**config.mk**
```make
export PLATFORM = sky130hd
export DESIGN_NAME = fact_req_ctrl
export DESIGN_NICKNAME = d
export VERILOG_FILES = /design/src/rtl/fact_pkg.sv /design/src/rtl/fact_tmo_cnt.sv /design/src/rtl/fact_req_ctrl.sv
export SDC_FILE = /design/constraint.sdc
export NUM_CORES = 1
export LEC_CHECK = 0
export CAP_MARGIN = 0
export CORE_UTILIZATION = 45
export CTS_CLUSTER_SIZE = 24
export DETAILED_ROUTE_END_ITERATION = 8
export GPL_TIMING_DRIVEN = 0
export PLACE_DENSITY = 0.87
export SYNTH_ARGS = -nofsm -noshare
export SYNTH_HDL_FRONTEND = slang
export SYNTH_SLANG_ARGS = --single-unit
```
**constraint.sdc**
```tcl
create_clock -name clk -period 2.6 [get_ports clk]
set_input_delay 0.52 -clock clk [delete_from_list [all_inputs] [get_ports clk]]
set_output_delay 0.52 -clock clk [all_outputs]
set_load 0.05 [all_outputs]
```
**src/rtl/fact_pkg.sv**
```systemverilog
// Shared types and default constants for the factorial request controller.
//   fact_state_e : FSM state encoding, also exported on the cs debug port
//   FACT_*       : default parameter values for the controller
package fact_pkg;

    typedef enum logic [1:0] {
        S_IDLE = 2'd0,
        S_GO   = 2'd1,
        S_WAIT = 2'd2,
        S_RESP = 2'd3
    } fact_state_e;

    localparam int FACT_NW    = 4;
    localparam int FACT_RW    = 32;
    localparam int FACT_MAX_N = 12;
    localparam int FACT_TMO   = 64;

endpackage

```
**src/rtl/fact_tmo_cnt.sv**
```systemverilog
// Accelerator wait counter.
//   clk, rst_n : clock, async active-low reset
//   clr        : synchronous clear to 0 (takes priority over en)
//   en         : count one cycle of waiting
//   expired    : counter has reached TMO-1
// The counter holds at TMO-1, so it never wraps within one wait.
module fact_tmo_cnt #(
    parameter int TMO = fact_pkg::FACT_TMO
) (
    input  logic clk,
    input  logic rst_n,
    input  logic clr,
    input  logic en,
    output logic expired
);

    localparam int CW = (TMO > 1) ? $clog2(TMO) : 1;
    localparam logic [CW-1:0] LAST = CW'(TMO - 1);

    logic [CW-1:0] cnt;

    assign expired = (cnt == LAST);

    always_ff @(posedge clk or negedge rst_n) begin
        if (!rst_n) begin
            cnt <= '0;
        end else if (clr) begin
            cnt <= '0;
        end else if (en && !expired) begin
            cnt <= cnt + 1'b1;
        end
    end

endmodule

```
**src/rtl/fact_req_ctrl.sv**
```systemverilog
// Request controller in front of a factorial accelerator.
//   req_valid/req_ready/req_n        : request channel (operand in)
//   acc_go/acc_n                     : start pulse and operand to accelerator
//   acc_done/acc_result              : accelerator completion
//   rsp_valid/rsp_ready/rsp_result   : response channel
//   rsp_err                          : operand above MAX_N, accelerator not started
//   rsp_tmo                          : accelerator did not answer within TMO cycles
//   busy, cs                         : activity flag and state debug
// All outputs are Moore: decoded from the state and registers only.
module fact_req_ctrl
    import fact_pkg::*;
#(
    parameter int NW    = FACT_NW,
    parameter int RW    = FACT_RW,
    parameter int MAX_N = FACT_MAX_N,
    parameter int TMO   = FACT_TMO
) (
    input  logic          clk,
    input  logic          rst_n,
    input  logic          req_valid,
    output logic          req_ready,
    input  logic [NW-1:0] req_n,
    output logic          acc_go,
    output logic [NW-1:0] acc_n,
    input  logic          acc_done,
    input  logic [RW-1:0] acc_result,
    output logic          rsp_valid,
    input  logic          rsp_ready,
    output logic [RW-1:0] rsp_result,
    output logic          rsp_err,
    output logic          rsp_tmo,
    output logic          busy,
    output logic [1:0]    cs
);

    fact_state_e state, state_nx;
    logic [NW-1:0] n;
    logic          req_ok;
    logic          expired;

    // Operand legality; widened so MAX_N larger than the operand range is fine.
    assign req_ok = ({{(33-NW){1'b0}}, req_n} <= 33'(MAX_N));

    fact_tmo_cnt #(.TMO(TMO)) u_tmo (
        .clk    (clk),
        .rst_n  (rst_n),
        .clr    (state == S_GO),                  // cleared as WAIT is entered
        .en     ((state == S_WAIT) && !acc_done),
        .expired(expired)
    );

    always_ff @(posedge clk or negedge rst_n) begin
        if (!rst_n) state <= S_IDLE;
        else        state <= state_nx;
    end

    always_comb begin
        state_nx = state;
        case (state)
            S_IDLE: if (req_valid) state_nx = req_ok ? S_GO : S_RESP;
            S_GO:   state_nx = S_WAIT;
            // done has priority over expiry in the same cycle
            S_WAIT: if (acc_done || expired) state_nx = S_RESP;
            S_RESP: if (rsp_ready) state_nx = S_IDLE;
            default: state_nx = S_IDLE;
        endcase
    end

    always_ff @(posedge clk or negedge rst_n) begin
        if (!rst_n) begin
            n          <= '0;
            rsp_result <= '0;
            rsp_err    <= 1'b0;
            rsp_tmo    <= 1'b0;
        end else begin
            case (state)
                S_IDLE: begin
                    if (req_valid) begin
                        n <= req_n;
                        if (!req_ok) begin
                            rsp_result <= '0;
                            rsp_err    <= 1'b1;
                            rsp_tmo    <= 1'b0;
                        end
                    end
                end
                S_WAIT: begin
                    if (acc_done) begin
                        rsp_result <= acc_result;
                        rsp_err    <= 1'b0;
                        rsp_tmo    <= 1'b0;
                    end else if (expired) begin
                        rsp_result <= '0;
                        rsp_err    <= 1'b0;
                        rsp_tmo    <= 1'b1;
                    end
                end
                default: ;
            endcase
        end
    end

    assign req_ready = (state == S_IDLE);
    assign acc_go    = (state == S_GO);
    assign rsp_valid = (state == S_RESP);
    assign busy      = (state != S_IDLE);
    assign acc_n     = n;
    assign cs        = state;

endmodule

```
==> reports/summary.txt, run 1 <==
Critical Path Source Type: flop
DRC violation total after the first TritonRoute iteration: 53
TritonCTS Buffers: 5
CTS tree: done
power consumption: 3.76 mW
estimated wirelength of the detail-placed design: 3390 um
routed vias: 1521
actual slew at the worst max-slew pin: 0.593 ns
Slew Limit Fails: 0
register area share after synthesis: 59.3%
Crit path arrival time: 1.83 ns
vias in the first global route: 1366
summed instance area of the synthesized netlist: 1940 um2
total grt overflow: 0
I/O pin total: 85
quantity of hold-fixing buffers added after cts: 0
first-pass GRT wire length: 6790 um
achievable clock frequency: 426 MHz
number of diodes: 0
highest ir drop seen on vdd: 0.000707 V
metal2 WL: 2160 um
layout cell share with drive strength beyond 1: 13.3%
post-synthesis async set-or-reset flop share: 100%
first-pass iteration count of the detailed router: 4
antenna violations before repair: 0
die width: 67.7 um
required time of the worst setup path: 2.08 ns
Max FO, Critical Path: 4
# Max-Cap Violations: 0
number of buffers inserted by port buffering: 84
Hold Fails Final Rpt: 0
r2r worst-path depth: 8
capture point of the critical path: req_ready
average routed wire per standard cell: 16.0 um
startpoint of the most critical setup path: cs[0]
number of nets in the synthesized netlist: 194
DRT Wirelength: 4660 um
worst setup path category: flop to output pin
gr usage total: 20.5%
Commonest cells post-synth: dfrtp_1 (46), a22o_1 (31), inv_1 (6), nand2_1 (6), nor2_1 (6)
area added between synthesis and finish: 53.2%
r2r startpoint: cs[0]
Worst R2R End: rsp_result[21]
met3 routed WL: 380 um
insertion delay of the later-clocked pin in the worst-skew pair: 0.30 ns
depth of the CTS H-tree: 2
remaining number of nets flagged by the antenna check after routing: 0
Lkg Pwr: 1.33 nW
CTS root buf: clkbuf_8
dpl ws: 0.317 ns
setup violation total in the final timing report: 0
count of cell types in the netlist: 32
post-synthesis average cell area: 13.1 um2
routed length on met1: 2080 um
total die area: 4580 um2
maximum number of pins on one net before global-route repair: 25
Gate Count Post-Synth: 148
initial cell density of the core: 47.9%
Cell Rows: 23
post-route worst setup slack: 0.254 ns
CTS clk-pin slew, worst paths: 0.09 ns
Synth warnings: 0
Hold Path Class: input pin to asynchronous set/reset pin
post-route fraction of the period consumed by the critical path: 90.2%
power per cell area: 1260 nW/um2
master of the slowest instance on the critical path: clkdlybuf4s50_1
result of the run: completed
unrepaired setup endpoints after global routing: false
number of buffers and inverters on the critical path: 2
register bit total from synthesis: 46
worst clock skew: 0.00405 ns
total stage count of the critical path: 3
clock net sink count: 46
Clock Path Buffers: 2
ordered list of cells on the worst path: inv_1 > ha_1 > clkdlybuf4s50_1
Core Footprint: 4060 um2
headroom to the max-slew limit: 60.5%
non-filler instance count after layout: 291
type of destination of the critical path: output pin
final weighted congestion of routability-driven global placement: 0.819
number of placed instances, taps included: 283
most frequent cell after synthesis: dfrtp_1
DRC violations left: 0
slowest stage delay, CP: 0.81 ns
number of vias per cell: 5.23
topmost layer with routed signal wires: met4
kind of cell adding the most delay to the critical path: buffers and inverters
number of nets in the layout: 286
worst reg-to-reg setup slack: 0.71 ns
number of enable-type register cells in the synthesized netlist: 0
largest area contributor in the synthesized netlist: dfrtp_1
primary flip-flop cell chosen by synthesis mapping: dfrtp_1
min cycle time layout: 2.35 ns
cell types occupying the most area after synthesis: dfrtp_1 (59%), a22o_1 (14%), ha_1 (3.2%)
Chip Height: 67.7 um
fraction of post-synthesis cell area in the top cell type by area: 59.3%
## cell type report
cell class / instances / area, um2
Sequential cell: 46 / 1150
Timing Repair Buffer: 85 / 865
Clock buffer: 7 / 96.3
Inverter: 6 / 22.5
Fill cell: 292 / 1080
Buffer: 7 / 53.8
Clock inverter: 1 / 8.76
Tap cell: 50 / 62.6
Multi-Input combinational cell: 89 / 714
## registers in the layout, indices dropped and copies added (netlist names)
| name | flops |
|---|---|
| rsp_result | 32 |
| u_tmo.cnt | 6 |
| acc_n | 4 |
| cs | 2 |
| rsp_err | 1 |
| rsp_tmo | 1 |
## metal layers
layer  global-route usage [%]  vias up
li1                         -      732
met1                     28.6      725
met5                        0        -
met2                     29.5       60
met3                     7.26        4
met4                     6.91        0
## report_power, final
group | switching (mW) | internal, mW | total, mW
Sequential | 0.145 | 0.951 | 1.10
Clock | 0.245 | 0.244 | 0.489
Combinational | 1.37 | 0.807 | 2.17
Total | 1.76 | 2.00 | 3.76
## cell usage in the layout (no fill, tap or decap), types with 2 or more instances in the layout
master / netlist / final
xor2_1: 2 / 2
a22o_1: 31 / 31
nor3_1: 3 / 3
o21ai_0: 3 / 3
buf_6: 3 / 3
a211oi_1: 2 / 2
ha_1: 5 / 5
nand2_1: 6 / 6
a21oi_1: 4 / 4
nor2_1: 6 / 6
clkbuf_8: 0 / 7
mux2_2: 5 / 5
a22o_2: 2 / 2
nor2b_1: 3 / 3
dfrtp_1: 46 / 46
buf_2: 4 / 5
inv_1: 6 / 6
o21ai_4: 2 / 2
clkdlybuf4s50_1: 0 / 81
## how the worst min path moves through the flow
stage	end	slack, ns	depth (start not counted)	from
after floorplan	acc_n[0]	0.22	0	rst_n
after global placement	rsp_tmo	0.48	1	rsp_tmo
after detailed placement	rsp_result[14]	0.49	1	rsp_result[14]
after CTS	rsp_result[20]	0.23	1	rst_n
after global routing	rsp_result[20]	0.24	1	rst_n
final	rsp_result[20]	0.21	1	rst_n
## timing repair
| item | 4_1_cts | 5_1_grt |
|---|---|---|
| gates cloned | 0 | 0 |
| setup endpoints to repair | 1 | 1 |
| pin swaps | 0 | 0 |
| buffers inserted | 0 | 0 |
| gates resized for setup | 1 | 1 |
## stage by stage
stage | area, um2 | util [%] | hold slack (ns) | setup TNS (ns)
5_1_grt | 2970 | 73.3 | 0.242 | 0
6_report | 2970 | 73.3 | 0.213 | 0
3_5_place_dp | 2870 | 70.7 | 0.490 | 0
4_1_cts | 2970 | 73.2 | 0.229 | 0
3_3_place_gp | 2850 | 70.1 | 0.476 | -8.54
2_1_floorplan | 1940 | - | 0.224 | 0
## cells by family after synthesis
logic type,Yosys count,synth area share [%]
and+or+nand+nor,25,6.64
xor gates and xnor gates,2,0.902
DFF,46,59.3
muxes,7,3.99
AOI/OAI and AO/OA,50,22.0
adders and majority gates,5,3.22
buffers and inverters,13,3.93
## worst register-to-register path: cells and delay by family, from the launching register on
kind	cells	cell delay, ns
AND/OR/NAND/NOR	1	0.22
flip-flops	1	0.42
AO/OA/AOI/OAI	2	0.39
adder cells (fa/ha/maj)	1	0.18
buffers and inverters	4	0.56
(Power assumes the default switching activity.)
==> run 2, diff against run 1 <==
--- a/config.mk
+++ b/config.mk
@@ -6,11 +6,12 @@
 export NUM_CORES = 1
 export LEC_CHECK = 0
 export CAP_MARGIN = 0
-export CORE_UTILIZATION = 45
+export CORE_UTILIZATION = 48
 export CTS_CLUSTER_SIZE = 24
 export DETAILED_ROUTE_END_ITERATION = 8
 export GPL_TIMING_DRIVEN = 0
 export PLACE_DENSITY = 0.87
 export SYNTH_ARGS = -nofsm -noshare
 export SYNTH_HDL_FRONTEND = slang
+export SYNTH_HIERARCHICAL = 1
 export SYNTH_SLANG_ARGS = --single-unit
==> run 2 against run 1 <==
  * Core utilization shrank 1.3 points
  * Flip-flop and latch count is the same
  * Critical endpoint unchanged
  * First-iteration DRC count grew 38%
==> reports/summary.txt, run 2 <==
Critical Path Source Type: flop
depth of the CTS H-tree: 2
layout cell share with drive strength beyond 1: 21.3%
achievable clock frequency: 395 MHz
setup violation total in the final timing report: 0
DRC violations left: 0
Worst R2R End: rsp_result[27]
area added between synthesis and finish: 44.9%
post-synthesis async set-or-reset flop share: 100%
DRC violation total after the first TritonRoute iteration: 73
I/O pin total: 85
Slew Limit Fails: 0
CTS tree: done
average routed wire per standard cell: 16.4 um
insertion delay of the later-clocked pin in the worst-skew pair: 0.30 ns
Cell Rows: 25
number of nets in the layout: 317
Core Footprint: 4720 um2
primary flip-flop cell chosen by synthesis mapping: dfrtp_1
most frequent cells in the layout: clkdlybuf4s50_1 (82), dfrtp_1 (44), and3_1 (32)
buffer count from post-CTS setup fixing: 0
DRT Wirelength: 5550 um
antenna violations before repair: 0
worst reg-to-reg setup slack: 0.24 ns
initial cell density of the core: 49.7%
r2r worst-path depth: 6
fraction of post-synthesis cell area in the top cell type by area: 49.0%
Hold Path Class: input pin to asynchronous set/reset pin
Chip Height: 71.9 um
CTS root buf: clkbuf_8
multi-input combinational cell area: 1090 um2
cell types occupying the most area after synthesis: dfrtp_1 (49%), mux2_4 (19%), and3_1 (8.5%)
gr usage total: 22.3%
register bit total from synthesis: 46
actual slew at the worst max-slew pin: 0.676 ns
first-pass iteration count of the detailed router: 7
area post-placement: 3290 um2
flip-flop count of the largest register after layout: 32
register area share after synthesis: 49.0%
result of the run: completed
master of the slowest instance on the critical path: clkdlybuf4s50_1
unrepaired setup endpoints after global routing: false
summed instance area of the synthesized netlist: 2350 um2
dpl ws: -0.0624 ns
r2r startpoint: cs[0]
maximum number of pins on one net before global-route repair: 29
clock net sink count: 46
required time of the worst setup path: 2.08 ns
TritonCTS Buffers: 5
# Max-Cap Violations: 0
remaining number of nets flagged by the antenna check after routing: 0
number of vias per cell: 5.25
worst clock skew: 0.00733 ns
highest ir drop seen on vdd: 0.000944 V
die width: 71.9 um
min cycle time layout: 2.53 ns
post-route fraction of the period consumed by the critical path: 97.4%
headroom to the max-slew limit: 54.9%
total grt overflow: 0
estimated wirelength of the detail-placed design: 4010 um
Max FO, Critical Path: 6
Clock Path Buffers: 2
count of cell types in the netlist: 33
number of buffers inserted by port buffering: 84
cells resized by post-CTS repair: 0
vias in the first global route: 1829
most common library cell in the layout ignoring fill and taps: clkdlybuf4s50_1
Synth warnings: 6
Gate Count Post-Synth: 179
register area: 1150 um2
power per cell area: 1360 nW/um2
CTS clk-pin slew, worst paths: 0.09 ns
type of destination of the critical path: output pin
final weighted congestion of routability-driven global placement: 0.869
most frequent cell after synthesis: dfrtp_1
number of enable-type register cells in the synthesized netlist: 0
first-pass GRT wire length: 8830 um
total die area: 5170 um2
number of nets in the synthesized netlist: 225
number of diodes: 0
ordered list of cells on the worst path: inv_1 > ha_1 > clkdlybuf4s50_1
slowest stage delay, CP: 0.86 ns
fill cell instance count of the final layout: 334
post-layout util: 72.0%
post-synthesis average cell area: 13.1 um2
post-route worst setup slack: 0.0688 ns
Most flops, register: rsp_result
Crit path arrival time: 2.01 ns
quantity of hold-fixing buffers added after cts: 0
largest area contributor in the synthesized netlist: dfrtp_1
total non-filler cell area in the finished layout: 3400 um2
Hold Fails Final Rpt: 0
worst setup path category: flop to output pin
Commonest cells post-synth: dfrtp_1 (46), and3_1 (32), mux2_4 (29)
Lkg Pwr: 1.62 nW
routed vias: 1779
## run 2: layout make-up
cell class | count | area share (%)
Buffer | 11 | 2.21
Clock buffer | 6 | 2.13
Clock inverter | 2 | 1.10
Inverter | 8 | 0.883
Multi-Input combinational cell | 114 | 32.1
Sequential cell | 46 | 33.9
Tap cell | 67 | 2.46
Timing Repair Buffer | 85 | 25.2
## run 2: cell families after synthesis
family	after synthesis	share of synthesized area [%]
muxes	38	22.8
AOI/OAI and AO/OA	17	6.29
DFF	46	49.0
and+or+nand+nor	54	14.7
adders and majority gates	5	2.67
buffers and inverters	19	4.48
## run 2: worst max-delay path by stage
stage          startpoint              to  slack, ns  depth (start not counted)
2_1_floorplan       cs[1]   rsp_result[0]       0.05                          6
3_3_place_gp        rst_n           cs[0]      -0.39                          1
3_5_place_dp     acc_done  rsp_result[26]      -0.06                          5
4_1_cts             cs[1]          acc_go       0.03                          3
5_1_grt             cs[1]       req_ready      0.003                          3
6_report            cs[1]       req_ready       0.07                          3
## run 2: worst max-delay path, delay by kind of cell (launching register included)
family	cells	cell delay [ns]
buffers and inverters	2	0.96
DFF	1	0.44
adders and majority gates	1	0.31
## run 2: metrics by stage
step	TNS [ns]	power, mW	std cells	hold slack [ns]
after floorplan	0	3.24	179	0.224
after global placement	-11.44	4.05	330	0.490
after detailed placement	-1.39	4.11	331	0.486
after CTS	0	4.66	339	0.159
after global routing	0	4.83	339	0.193
final	0	4.63	339	0.154
## run 2: metal layers
metal  wire length (um)  global-route usage [%]  part of all wire [%]  vias to the layer above
met2               2650                    36.2                    48                       75
met3                321                    5.14                   5.8                       13
met5                  0                       0                     0                        -
met4                122                    9.37                   2.2                        0
met1               2460                    29.0                    44                      858
li1                   -                       -                     -                      833
## run 2: power by group
group,internal [mW],switching (mW),leakage [nW]
registers,0.994,0.180,0.616
logic,1.18,1.75,0.951
clock network,0.287,0.246,0.0514
total,2.46,2.17,1.62
==> run 3, diff against run 2 <==
--- a/config.mk
+++ b/config.mk
@@ -6,11 +6,11 @@
 export NUM_CORES = 1
 export LEC_CHECK = 0
 export CAP_MARGIN = 0
-export CORE_UTILIZATION = 48
+export CORE_UTILIZATION = 45
 export CTS_CLUSTER_SIZE = 24
 export DETAILED_ROUTE_END_ITERATION = 8
 export GPL_TIMING_DRIVEN = 0
-export PLACE_DENSITY = 0.87
+export PLACE_DENSITY = 0.83
 export SYNTH_ARGS = -nofsm -noshare
 export SYNTH_HDL_FRONTEND = slang
 export SYNTH_HIERARCHICAL = 1
==> constraint.sdc (replaced) <==
create_clock -name clk -period 2.87 [get_ports clk]
set_input_delay 0.574 -clock clk [delete_from_list [all_inputs] [get_ports clk]]
set_output_delay 0.574 -clock clk [all_outputs]
set_load 0.05 [all_outputs]
==> run 3 against run 2 <==
  * Die area is 6.5% higher
  * Final cell count is the same
  * Total power decreased by 11%
  * Setup slack gained 0.20 ns
  * Register-to-register slack better by 0.22 ns
  * Non-clock buffer count did not move
  * First-iteration DRC count shrank 40%
  * Critical path type unchanged
  * Largest power group unchanged
==> reports/summary.txt, run 3 (synthesis results as in run 2) <==
result of the run: completed
achievable clock frequency: 384 MHz
DRT Wirelength: 5220 um
number of vias per cell: 5.02
total die area: 5510 um2
first-pass iteration count of the detailed router: 4
I/O pin total: 85
ordered list of cells on the worst path: inv_1 > ha_1 > clkdlybuf4s50_1
min cycle time layout: 2.60 ns
number of diodes: 0
clock net sink count: 46
final-layout setup total negative slack: 0 ns
antenna violations before repair: 0
initial cell density of the core: 48.1%
actual slew at the worst max-slew pin: 0.701 ns
total stage count of the critical path: 3
highest ir drop seen on vdd: 0.000766 V
Most flops, register: rsp_result
most frequent cells in the layout: clkdlybuf4s50_1 (83), dfrtp_1 (46), and3_1 (32)
vias in the first global route: 1778
worst setup path category: flop to output pin
Hold Path Class: input pin to asynchronous set/reset pin
headroom to the max-slew limit: 53.3%
gr usage total: 20.6%
Slew Limit Fails: 0
CTS root buf: clkbuf_8
area added between synthesis and finish: 44.1%
total grt overflow: 0
number of buffers inserted by port buffering: 84
required time of the worst setup path: 2.30 ns
most common library cell in the layout ignoring fill and taps: clkdlybuf4s50_1
Cell Rows: 25
worst clock skew: 0.0106 ns
# Max-Cap Violations: 0
post-route fraction of the period consumed by the critical path: 90.6%
maximum number of pins on one net before global-route repair: 26
slowest stage delay, CP: 0.88 ns
Crit path arrival time: 2.03 ns
flip-flop count of the largest register after layout: 32
type of destination of the critical path: output pin
final weighted congestion of routability-driven global placement: 0.779
post-layout util: 69.3%
average routed wire per standard cell: 15.4 um
master of the slowest instance on the critical path: clkdlybuf4s50_1
kind of cell adding the most delay to the critical path: buffers and inverters
TritonCTS Buffers: 5
DRC violation total after the first TritonRoute iteration: 44
number of placed instances, taps included: 331
Max FO, Critical Path: 6
Lkg Pwr: 1.60 nW
r2r worst-path depth: 6
number of buffers and inverters on the critical path: 2
Critical Path Source Type: flop
cells resized by post-CTS repair: 0
insertion delay of the later-clocked pin in the worst-skew pair: 0.29 ns
number of nets in the layout: 317
quantity of hold-fixing buffers added after cts: 0
fill cell instance count of the final layout: 398
unrepaired setup endpoints after global routing: false
power per cell area: 1210 nW/um2
DRC violations left: 0
non-filler instance count after layout: 339
Hold Fails Final Rpt: 0
remaining number of nets flagged by the antenna check after routing: 0
routed vias: 1703
Chip Height: 74.2 um
layout cell share with drive strength beyond 1: 21.0%
CTS tree: done
setup violation total in the final timing report: 0
Clock Path Buffers: 2
depth of the CTS H-tree: 2
CTS clk-pin slew, worst paths: 0.09 ns
die width: 74.2 um
first-pass GRT wire length: 8540 um
Core Footprint: 4880 um2
buffer count from post-CTS setup fixing: 0
estimated wirelength of the detail-placed design: 3870 um
run 3: cell count changes in the layout (fill, tap and decap cells not counted), sizes merged:
cell / previous run / this run
bufinv: 1 / 0
clkdlybuf4s50: 82 / 83
clkinv: 0 / 1
dlymetal6s2s: 1 / 0
run 3: through the flow:
stage          hold slack, ns  setup WS, ns  cell area (um2)  power, mW
6_report                0.246         0.269             3380       4.10
2_1_floorplan           0.278         0.195             2350       2.93
5_1_grt                 0.261         0.125             3380       4.32
3_3_place_gp            0.491       -0.0434             3270       3.68
3_5_place_dp            0.492         0.154             3290       3.72
4_1_cts                 0.252         0.244             3380       4.14
run 3: final cells by class:
cell class,count,area (um2),area share (%)
tap,67,83.8,2.48
inverter,8,30.0,0.888
multi-input combinational,114,1090,32.3
timing repair buffer,85,856,25.3
clock buffer,6,82.6,2.44
buffer,11,75.1,2.22
clock inverter,2,12.5,0.370
sequential,46,1150,34.0
run 3: where the power goes:
part / leakage [nW] / switching (mW) / internal [mW] / total (mW)
Combinational: 0.938 / 1.57 / 1.07 / 2.64
Clock: 0.0472 / 0.212 / 0.194 / 0.405
Sequential: 0.618 / 0.163 / 0.897 / 1.06
Total: 1.60 / 1.94 / 2.16 / 4.10
run 3: worst paths after layout:
kind / startpoint / endpoint / slack, ns
setup / recovery: cs[1] / req_ready / 0.27
hold / removal: rst_n / rsp_result[0] / 0.25
setup reg to reg: cs[0] / rsp_result[17] / 0.46
hold reg to reg: rsp_result[24] / rsp_result[24] / 0.52
max in group asynchronous: rst_n / rsp_result[18] / 2.11
min in group clk: rsp_result[24] / rsp_result[24] / 0.52
run 3: metal layers:
metal  part of all wire (%)  global-route usage [%]  vias to the layer above
li1                       -                       -                      830
met1                     46                    27.2                      802
met2                     46                    32.5                       65
met3                    5.9                    5.83                        6
met4                    1.5                    7.76                        0
met5                      0                       0                        -
